**config.mk**
```make
export PLATFORM = sky130hd
export DESIGN_NAME = pdm_ddr_tx_dual
export DESIGN_NICKNAME = d
export VERILOG_FILES = /design/src/rtl/pdm_ddr_tx_dual.sv
export SDC_FILE = /design/constraint.sdc
export NUM_CORES = 1
export LEC_CHECK = 0
export CAP_MARGIN = 20
export CORE_MARGIN = 1.5
export CORE_UTILIZATION = 40
export DETAILED_ROUTE_END_ITERATION = 6
export GPL_TIMING_DRIVEN = 0
export RECOVER_POWER = 25
export SKIP_CTS_REPAIR_TIMING = 1
export SYNTH_ARGS = -nofsm -noshare
export SYNTH_HDL_FRONTEND = slang
export SYNTH_SLANG_ARGS = --single-unit
```
**constraint.sdc**
```tcl
create_clock -name clk -period 5.9 [get_ports clk]
set_input_delay 1.77 -clock clk [delete_from_list [all_inputs] [get_ports clk]]
set_output_delay 1.77 -clock clk [all_outputs]
set_load 0.1 [all_outputs]
```
**src/rtl/pdm_ddr_tx_dual.sv**
```systemverilog
// Dual-channel PDM transmitter: two first-order sigma-delta modulators sharing one DDR data line.
// Define PDM_TX_UNDERRUN_MUTE_EN to load mid-scale on underrun instead of repeating the last pair.

module pdm_sd_chan #(
    parameter int PCM_W = 16
) (
    input  logic             clk,
    input  logic             rst,
    input  logic             step,
    input  logic [PCM_W-1:0] sample,
    output logic             dbit
);
    logic [PCM_W-1:0] acc;
    logic [PCM_W-1:0] u;
    logic [PCM_W:0]   sum;

    // offset-binary view of the signed sample
    assign u    = {~sample[PCM_W-1], sample[PCM_W-2:0]};
    assign sum  = {1'b0, acc} + {1'b0, u};
    assign dbit = sum[PCM_W];

    always_ff @(posedge clk or posedge rst) begin
        if (rst)
            acc <= '0;
        else if (step)
            acc <= sum[PCM_W-1:0];
    end
endmodule

module pdm_ddr_tx_dual #(
    parameter int CLK_DIV = 2,
    parameter int PCM_W   = 16,
    parameter int OSR     = 64
) (
    input  logic             clk,
    input  logic             rst,
    input  logic             en,
    input  logic [PCM_W-1:0] pcm_in_0,
    input  logic [PCM_W-1:0] pcm_in_1,
    input  logic             pcm_valid,
    output logic             pcm_ready,
    output logic             pdm_clk,
    output logic             ddr_data,
    output logic             underrun
);
    localparam int NUM_CH = 2;
    localparam int DW = (CLK_DIV > 2) ? $clog2(CLK_DIV) : 1;
    localparam int FW = $clog2(OSR);
    localparam logic [DW-1:0] DIV_LAST   = DW'(CLK_DIV - 1);
    localparam logic [DW-1:0] DIV_MID    = DW'(CLK_DIV / 2 - 1);
    localparam logic [FW-1:0] FRAME_LAST = FW'(OSR - 1);

    logic [DW-1:0] div_cnt;
    logic [FW-1:0] frame_cnt;
    logic [NUM_CH-1:0][PCM_W-1:0] act;
    logic [NUM_CH-1:0][PCM_W-1:0] hold;
    logic hold_full;

    logic tick_last, rise, frame_start, mid, accept, load;
    logic [NUM_CH-1:0] step;
    logic [NUM_CH-1:0] dbit;

    assign tick_last   = en && (div_cnt == DIV_LAST);
    assign rise        = tick_last && !pdm_clk;
    assign frame_start = rise && (frame_cnt == '0);
    assign mid         = en && (div_cnt == DIV_MID);
    // ch0 steps mid-low so its bit straddles the rising edge; ch1 mid-high
    assign step[0]     = mid && !pdm_clk;
    assign step[1]     = mid && pdm_clk;
    // accept and load are exclusive: load needs a full buffer, accept an empty one
    assign accept      = pcm_valid && !hold_full;
    assign load        = frame_start && hold_full;
    assign pcm_ready   = !hold_full;

    for (genvar g = 0; g < NUM_CH; g++) begin : g_chan
        pdm_sd_chan #(.PCM_W(PCM_W)) u_chan (
            .clk    (clk),
            .rst    (rst),
            .step   (step[g]),
            .sample (act[g]),
            .dbit   (dbit[g])
        );
    end

    always_ff @(posedge clk or posedge rst) begin
        if (rst) begin
            div_cnt   <= '0;
            frame_cnt <= '0;
            pdm_clk   <= 1'b0;
            ddr_data  <= 1'b0;
        end else if (!en) begin
            div_cnt   <= '0;
            frame_cnt <= '0;
            pdm_clk   <= 1'b0;
            ddr_data  <= 1'b0;
        end else begin
            div_cnt <= tick_last ? '0 : div_cnt + 1'b1;
            if (tick_last)
                pdm_clk <= !pdm_clk;
            if (rise)
                frame_cnt <= (frame_cnt == FRAME_LAST) ? '0 : frame_cnt + 1'b1;
            if (mid)
                ddr_data <= pdm_clk ? dbit[1] : dbit[0];
        end
    end

    always_ff @(posedge clk or posedge rst) begin
        if (rst) begin
            hold      <= '0;
            hold_full <= 1'b0;
            act       <= '0;
            underrun  <= 1'b0;
        end else begin
            underrun <= frame_start && !hold_full;
            if (accept) begin
                hold[0]   <= pcm_in_0;
                hold[1]   <= pcm_in_1;
                hold_full <= 1'b1;
            end else if (load) begin
                hold_full <= 1'b0;
            end
            if (load)
                act <= hold;
`ifdef PDM_TX_UNDERRUN_MUTE_EN
            else if (frame_start)
                act <= '0;
`endif
        end
    end
endmodule

```
**Yosys cells after proc, flatten, opt, wreduce, memory -nomap -nowiden**

Cells that the tools add are included.

- Bitwise gates (word level): 3
- Mux-type cells: 12
- $add $sub $neg: 4
- Equal/unequal tests: 4
- Reductions and logical operators: 13

Operators with widths:

| operator | count |
|---|---|
| adder 16 x 16 -> 17 bit | 2 |
| two-way mux 6 bit | 3 |
| logical AND 1 bit | 9 |
| two-way mux 1 bit | 9 |
| adder 6 x 1 -> 6 bit (second input constant) | 1 |
| equality test 6 bit (second input constant) | 1 |
| logical NOT 6 bit | 1 |
| inequality test 2 x 1 -> 1 bit (second input constant) | 3 |
| NOT 1 bit | 3 |
| logical NOT 1 bit | 2 |
| nonzero test 2 bit | 1 |
| adder 1 bit (second input constant) | 1 |

- Bits of input ports: 36
- Flip-flop bits (word level): 107
- Output and inout bits: 4
- Word-level logic and storage cells: 48

**Depth between registers and ports, before layout**

Gate-level depths: netlist of run 1.

- Word-level depth: 6
- Gate-level depth with buffers: 8
- Mapped depth without buffers: 8

**Hierarchy**

From an unflattened synthesis of run 1, not the netlist that was laid out.

- Cells, all modules: 502
- Area, all modules: 5,911.9 um2

By module, submodules not included:

| module | cells each | seq. area each (um2) | instances | area each (um2) |
|---|---|---|---|---|
| pdm_ddr_tx_dual | 194 | 1,876.8 | 1 | 3,084.2 |
| pdm_sd_chan | 154 | 400.4 | 2 | 1,413.9 |

**Worst setup path before layout of run 1**

No wires, ideal clock.

- Path kind: input -> register
- Start point: input port pcm_valid
- End point: register hold[10] in the netlist's numbering
- Data required time: 5,775 ps
- Stages: 4
- Setup time: 125 ps
- Path buffers: 2
- Slack: 3,009 ps
- Arrival time: 2,767 ps
- Path through: nor2b_1 clkbuf_1 buf_1 mux2_2

- Longest elaborated chain between the ends: 1

Ends and longest elaborated chain:

| what | RTL line | text |
|---|---|---|
| start: declaration | 40 | `input logic pcm_valid,` |
| logical AND 1 bit | 71 | `assign accept = pcm_valid && !hold_full;` |
| end: declaration | 56 | `logic [NUM_CH-1:0][PCM_W-1:0] hold;` |

No other way between the ends.
A chain may end at the register's enable or synchronous reset.

**Worst setup path after layout of run 1**

- Start point: register hold_full
- End point: output port pcm_ready

- Longest elaborated chain between the ends: 1

Ends and longest elaborated chain:

| what | RTL line | text |
|---|---|---|
| start: declaration | 57 | `logic hold_full;` |
| start signal: assignment | 110 | `hold_full <= 1'b0;` |
| start signal: assignment | 118 | `hold_full <= 1'b1;` |
| start signal: assignment | 120 | `hold_full <= 1'b0;` |
| logical NOT 1 bit | 73 | `assign pcm_ready = !hold_full;` |
| end: declaration | 41 | `output logic pcm_ready,` |

No other way between the ends.

==> impl_metrics.csv, run 1 <==
group,metric,value,unit
min_path,hold_class,"register to register",
yosys,syn_inst,508,
final_layout,area_growth,16.8,%
timing,fin_tns_setup,0,ns
global_route,grt_pass1_wl,18300,µm
pwr,total_power,3.36,mW
cts,cts_tree,"done",
cts,clockBufferDepth,2,
timing,finalWorstSetupSlack,2.17,ns
routing,dr.first_iter.drc_count,148,
yosys,synth_nets,580,
timing,finalCriticalPeriod,3.73,ns
yosys,synth_top_family_by_area,"multiplexers",
placement,post-dp-hpwl,7520,µm
yosys,ys_ff_latch,107,
timing,tightest_slew,1.88,ns
setup_path,end_kind,"output pin",
final_layout,multiInputGateArea,2700,µm²
yosys,netlist_area,5540,µm²
timing,slew_viol_final,40,
routing,wl_per_cell,14.0,µm
global_route,grt_max_degree,69,
yosys,yosys-mux-area-fraction,13.4,%
setup_path,crit_family,"buffers and inverters",
setup_path,path_buf_inv,2,
placement,portBuffers,39,
setup_path,crit_chain,"inv_1 -> clkdlybuf4s50_1",
setup_path,worstSetupPathType,"register to output pin",
die,std_cell_rows,42,
routing,wirelength,10400,µm
global_route,antenna_found_initial,0,
die,die_w,121,µm
die,io-pin-count,40,
yosys,synthAdderAreaFrac,8.40,%
yosys,ys_seq_area_share,48.3,%
yosys,synth_cell_types,51,
pwr,power.leakage,2.83,nW
timing,finalCritPeriodShare,63.1,%
yosys,yosys_warnings,0,
die,die_area,14600,µm²
timing,finalClockSkew,0.00683,ns
global_route,use_met1,20.4,%
die,start_util,41.3,%
yosys,syn_area_per_cell,10.9,µm²
global_route,grt_usage,15.7,%
routing,antenna_left,0,
global_route,grt_pass1_vias,3885,
die,die_h,121,µm
yosys,synthXorXnorAreaFrac,2.85,%
global_route,gr-total-overflow,0,
final_layout,utilization,48.3,%
setup_path,path_max_fanout,4,
yosys,async_flop_share,100,%
run,cap_violations,1,
min_path,min_path_cells,1,
setup_path,slowest_stage,"clkdlybuf4s50_1",
cts,h-tree-depth,3,
cts,clk_pin_slew,0.07,ns
cts,clk_latency,0.34,ns
global_route,use_met2,25.9,%
setup_path,cp-start-kind,"register",
final_layout,fillers,1228,
placement,gp_congestion,0.849,
final_layout,layout_commonest_cell,"dfrtp_1",
die,coreArea,13400,µm²
placement,placedCellCount,724,
cts,clock_tree.root_cell,"clkbuf_16",
timing,max-slew-margin-rel,-26.3,%
setup_path,path_depth,2,
placement,dp_slack,2.00,ns
timing,setup_viol_count_final,0,
yosys,synth_top_flop_cell,"dfrtp_1",
global_route,gr-max-usage-layer,"met2",
cts,cts_made_buffers,9,
timing,grt_setup_unrepaired,"no",
final_layout,final_cell_mix,"dfrtp_1 (107), mux2_2 (58), nand2_1 (55)",
final_layout,seqCellArea,2680,µm²
outcome,outcome,"finished with violations",
yosys,yosys.area_share.simple,12.2,%
timing,hold_viol,0,
setup_path,required,4.13,ns
final_layout,drive_above_1_share,15.2,%
setup_path,crit_arrival,1.96,ns
routing,via_count,3891,
yosys,synth-edff-count,0,
final_layout,layout.cells.non_filler,740,
yosys,synth_compound_gate_area_share,11.9,%
final_layout,final_nets,631,
setup_path,slowest_delay,1.12,ns
final_layout,n_antenna_cell,0,
timing,fmax,268,MHz
routing,drcViolationCount,0,
pwr,peakVddDrop,0.000181,V
global_route,grtUsageMet3,4.43,%
routing,viasPerCell,5.26,
setup_path,rr_worst_depth,8,
cts,cts.sinks,107,
routing,dr.pass1.iters,4,
outcome,violations,"capacitance limit, slew limit",
setup_path,r2r_slack,3.32,ns
pwr,power-per-cell-area,520,nW/µm²
synthesized netlist by cell type, drive strengths merged (3+ instances only):
library cell	instances	share of area [%]
a31oi	5	0.56
xnor2	10	1.6
and3	8	0.93
nand2b	4	0.45
nor3b	5	0.68
nand4	6	0.68
nand3b	4	0.54
a21oi	29	2.8
nor4	4	0.45
nor2b	4	0.45
o21a	4	0.54
clkbuf	8	0.54
buf	7	1.0
mux2	64	13
nor3	11	0.99
xor2	8	1.3
inv	20	1.4
a311oi	3	0.59
dfrtp	107	48
nand3	12	1.1
o21bai	3	0.41
o31ai	5	0.77
ha	34	7.7
nand2	55	3.7
o21ai	38	3.4
o311ai	4	0.63
nor2	23	1.6
a211oi	4	0.54
kinds of logic after synthesis:
group / after synthesis
buffers and inverters: 35
DFF: 107
AOI/OAI and AO/OA: 106
xor gates and xnor gates: 18
adders and majority gates: 36
muxes: 65
and+or+nand+nor: 141
flip-flops by register name (all words and copies together), names as in the netlist:
register           flops
hold_full              1
ddr_data               1
frame_cnt              6
underrun               1
g_chan.u_chan.acc     32
act                   32
div_cnt                1
hold                  32
pdm_clk                1
worst paths after layout:
check	start	end
worst max-delay path	hold_full	pcm_ready
worst min-delay path	hold_full	underrun
worst max register to register	act[0]	g_chan[0].u_chan.acc[12]
worst min register to register	hold_full	underrun
max in group asynchronous	rst	div_cnt
min in group asynchronous	rst	hold[4]
power breakdown:
group / internal, mW / switching, mW / leakage (nW)
combinational: 0.731 / 0.827 / 1.38
sequential: 1.04 / 0.177 / 1.31
clock: 0.321 / 0.263 / 0.142
total: 2.10 / 1.27 / 2.83
metal layers:
| layer | part of all wire (%) | up-vias |
|---|---|---|
| met3 | 3.5 | 10 |
| met2 | 48 | 47 |
| met5 | 0 | - |
| met4 | 1.1 | 0 |
| li1 | - | 1930 |
| met1 | 48 | 1904 |
through the flow:
stage | hold WS (ns) | area [µm²]
finish | 0.476 | 6470
global route | 0.517 | 6470
CTS | 0.479 | 6470
detailed placement | 0.470 | 6180
global placement | 0.462 | 6150
floorplan | 0.445 | 5540
layout make-up:
class,count,share of cell area (%)
clock buffers,13,4.18
well taps,176,3.40
clock inverters,3,0.329
inverters,20,1.18
multi-input cells,366,41.7
flip-flops and latches,107,41.4
repair buffers,40,6.46
plain buffers,15,1.33
Note: power is estimated with default switching activity, not from simulation.
==> inputs of run 2 (changes only) <==
Clock period 5.9 ns to 3.3 ns, I/O delays scaled along.
==> impl_metrics.csv, run 2 (synthesis gave the netlist of run 1 again) <==
group,metric,value,unit
routing,wirelength,10800,µm
timing,max-slew-margin-rel,21.1,%
setup_path,endpoint,"pcm_ready",
setup_path,crit_arrival,1.97,ns
timing,fmax,338,MHz
setup_path,r2r_end,"g_chan[0].u_chan.acc[12]",
cts,clockBufferDepth,2,
setup_path,worstSetupPathType,"register to output pin",
setup_path,path_max_fanout,4,
die,std_cell_rows,42,
final_layout,area_growth,17.6,%
die,coreArea,13400,µm²
global_route,grt_pass1_vias,3883,
final_layout,drive_above_1_share,15.4,%
global_route,antenna_found_initial,0,
placement,gp_congestion,0.826,
routing,dr.first_iter.drc_count,238,
timing,finalCritPeriodShare,89.7,%
routing,antenna_left,0,
global_route,grt_usage,16.1,%
cts,clk_pin_slew,0.07,ns
routing,wl_per_cell,14.6,µm
pwr,p_comb_share,46.2,%
final_layout,layout_commonest_cell,"dfrtp_1",
pwr,p_clk_share,17.9,%
global_route,gr-total-overflow,0,
cts,cts_made_buffers,9,
cts,h-tree-depth,3,
timing,hold_viol,0,
run,cap_violations,0,
setup_path,required,2.31,ns
pwr,seq_power_share,35.9,%
routing,drcViolationCount,0,
timing,fin_tns_setup,0,ns
pwr,switchingPower,2.28,mW
timing,finalCriticalPeriod,2.96,ns
timing,setup_viol_count_final,0,
final_layout,reg.largest.list,"act: 32 flops, g_chan.u_chan.acc: 32 flops, hold: 32 flops",
timing,finalClockSkew,0.00575,ns
cts,cts.sinks,107,
timing,tightest_slew,1.18,ns
die,io-pin-count,40,
min_path,hold_class,"register to register",
cts,cts_tree,"done",
final_layout,final_cell_mix,"dfrtp_1 (107), mux2_2 (58), nand2_1 (55)",
final_layout,n_antenna_cell,0,
timing,finalWorstSetupSlack,0.339,ns
setup_path,r2r_slack,0.65,ns
die,die_w,121,µm
cts,clock_tree.root_cell,"clkbuf_16",
timing,grt_setup_unrepaired,"no",
global_route,grtUsageMet3,3.82,%
placement,post-dp-hpwl,7770,µm
routing,viasPerCell,5.34,
setup_path,rr_worst_depth,8,
pwr,power-per-cell-area,932,nW/µm²
pwr,peakVddDrop,0.000334,V
pwr,p_int,3.79,mW
min_path,hp-start,"hold[13]",
final_layout,final_nets,633,
routing,dr.pass1.iters,4,
timing,slew_viol_final,0,
routing,via_count,3962,
die,die_area,14600,µm²
setup_path,startpoint,"hold_full",
pwr,power.leakage,2.84,nW
setup_path,cp-start-kind,"register",
global_route,gr-max-usage-layer,"met2",
global_route,use_met2,26.8,%
setup_path,r2r_start,"act[0]",
pwr,switching_share,37.6,%
outcome,outcome,"finished, final reports clean",
global_route,grt_max_degree,37,
placement,dp_slack,0.180,ns
final_layout,fillers,1222,
cts,clk_latency,0.36,ns
setup_path,end_kind,"output pin",
global_route,use_met1,20.5,%
die,start_util,41.3,%
placement,portBuffers,39,
die,die_h,121,µm
global_route,grt_pass1_wl,18400,µm
-- run 2: cell types whose count changed in the layout (fill, tap and decap cells not counted), sizes merged --
| cell | change |
|---|---|
| bufinv | +1 |
| clkbuf | -1 |
| clkinv | -1 |
| buf | +2 |
| clkinvlp | +1 |
-- run 2: worst min-delay path by stage --
stage,endpoint,slack [ns],cells after the start
after detailed placement,underrun,0.46,1
after floorplan,underrun,0.44,1
after global routing,underrun,0.50,1
final,hold[13],0.48,1
after CTS,underrun,0.48,1
after global placement,underrun,0.46,1
-- run 2: critical path, stage by stage, from the launching register on --
cell and delay, ns:
dfrtp_1 0.41, inv_1 0.08, clkdlybuf4s50_1 1.12
-- run 2: final cells by class --
class / instances / area, µm² / share of cell area [%]
tap: 176 / 220 / 3.38
multi-input combinational: 366 / 2700 / 41.4
clock inverter: 4 / 50.0 / 0.768
buffer: 15 / 86.3 / 1.33
timing repair buffer: 42 / 458 / 7.03
sequential: 107 / 2680 / 41.1
inverter: 20 / 76.3 / 1.17
clock buffer: 12 / 246 / 3.78
-- run 2: per-stage QoR --
stage / area, µm² / instances / util, % / power, mW / hold slack, ns
2_1_floorplan: 5540 / 508 / - / 4.41 / 0.445
3_5_place_dp: 6220 / 726 / 46.4 / 4.99 / 0.462
5_1_grt: 6520 / 742 / 48.6 / 6.62 / 0.500
6_report: 6520 / 742 / 48.6 / 6.07 / 0.484
4_1_cts: 6520 / 742 / 48.6 / 6.13 / 0.482
3_3_place_gp: 6150 / 723 / 45.9 / 4.88 / 0.462
-- run 2: per-layer routing --
metal  part of all wire (%)  vias up
met4                    1.7        0
met1                     47     1952
met5                      0        -
li1                       -     1934
met2                     48       63
met3                    3.1       13
-- run 2: power groups by stage --
stage,Clock [mW],Combinational (mW),Sequential [mW]
finish,1.09,2.81,2.18
floorplan,0,2.25,2.16
detailed placement,0,2.77,2.21
CTS,1.13,2.81,2.19
global route,1.17,3.19,2.26
global placement,0,2.69,2.20
==> inputs of run 3 (changes only) <==
Settings changed: PLACE_DENSITY_LB_ADDON from default to 0.05.
==> impl_metrics.csv, run 3 (synthesis gave the netlist of run 1 again) <==
group,metric,value,unit
global_route,grt_pass1_wl,18500,µm
timing,finalCriticalPeriod,2.96,ns
global_route,grt_pass1_vias,3772,
final_layout,n_antenna_cell,0,
min_path,hold_class,"register to register",
setup_path,crit_arrival,1.97,ns
placement,placed_cell_area,6190,µm²
routing,wirelength,10700,µm
timing,setup_viol_count_final,0,
timing,fmax,338,MHz
routing,dr.first_iter.drc_count,151,
pwr,total_power,6.15,mW
cts,clock_tree.root_cell,"clkbuf_16",
global_route,grt_max_degree,42,
final_layout,final_nets,632,
placement,portBuffers,39,
routing,wl_per_cell,14.4,µm
routing,dr.pass1.iters,4,
die,start_util,41.3,%
cts,clockBufferDepth,2,
routing,drcViolationCount,0,
cts,h-tree-depth,3,
die,coreArea,13400,µm²
final_layout,design_area,6520,µm²
timing,tightest_slew,1.74,ns
global_route,grt_usage,16.2,%
cts,clk_latency,0.35,ns
timing,fin_tns_setup,0,ns
die,die_w,121,µm
setup_path,path_max_fanout,4,
pwr,power.leakage,2.85,nW
final_layout,utilization,48.7,%
routing,viasPerCell,5.21,
timing,hold_viol,0,
timing,slew_viol_final,37,
cts,clk_pin_slew,0.07,ns
die,std_cell_rows,42,
die,die_area,14600,µm²
placement,gp_congestion,0.824,
setup_path,cp-start-kind,"register",
timing,finalClockSkew,0.0117,ns
timing,grt_setup_unrepaired,"no",
final_layout,drive_above_1_share,15.4,%
final_layout,area_growth,17.7,%
timing,whs,0.482,ns
routing,antenna_left,0,
placement,post-dp-hpwl,7720,µm
setup_path,worstSetupPathType,"register to output pin",
cts,cts_tree,"done",
run,cap_violations,1,
outcome,outcome,"finished with violations",
pwr,power-per-cell-area,943,nW/µm²
setup_path,end_kind,"output pin",
pwr,peakVddDrop,0.000481,V
timing,max-slew-margin-rel,-16.8,%
cts,cts.sinks,107,
final_layout,final_cell_mix,"dfrtp_1 (107), mux2_2 (58), nand2_1 (55)",
global_route,antenna_found_initial,0,
cts,cts_made_buffers,9,
die,die_h,121,µm
timing,finalCritPeriodShare,89.7,%
final_layout,layout_commonest_cell,"dfrtp_1",
die,io-pin-count,40,
outcome,violations,"capacitance limit, slew limit",
final_layout,reg.largest.list,"act: 32 flops, g_chan.u_chan.acc: 32 flops, hold: 32 flops",
setup_path,required,2.31,ns
routing,via_count,3858,
global_route,gr-total-overflow,0,
## run 3: critical path, stage by stage (launching register included)
cell and delay, ns:
dfrtp_1 0.42, inv_1 0.08, clkdlybuf4s50_1 1.13
## run 3: path summary, 6_finish.rpt
kind	startpoint	end	slack, ns	cells after the start
max in group asynchronous	rst	hold[3]	0.92	3
hold / removal	g_chan[1].u_chan.acc[0]	g_chan[1].u_chan.acc[0]	0.48	2
setup reg to reg	act[0]	ddr_data	0.64	8
min in group asynchronous	rst	hold_full	1.53	2
setup / recovery	hold_full	pcm_ready	0.34	2
hold reg to reg	g_chan[1].u_chan.acc[0]	g_chan[1].u_chan.acc[0]	0.48	2
## run 3: layout make-up
type,count,area [µm²]
fillers,1246,6880
multi-input cells,366,2700
flip-flops and latches,107,2680
repair buffers,41,430
clock buffers,12,256
well taps,176,220
plain buffers,15,86.3
inverters,20,76.3
clock inverters,4,72.6
## run 3: per-layer routing
metal	part of all wire (%)	GRT usage [%]
met4	0.87	5.37
met3	2.9	4.72
met2	45	25.2
met1	51	21.7
met5	0	0
## run 3: metrics by stage
| step | instances | worst slack [ns] |
|---|---|---|
| after floorplan | 508 | 1.02 |
| after global placement | 723 | -0.138 |
| after detailed placement | 725 | 0.152 |
| after CTS | 741 | 0.311 |
| after global routing | 741 | 0.177 |
| final | 741 | 0.341 |
## run 3: where the power goes
group          leakage (nW)  internal (mW)  switching [mW]
sequential             1.31           1.87           0.318
combinational          1.38           1.31            1.48
clock                 0.159          0.705           0.465
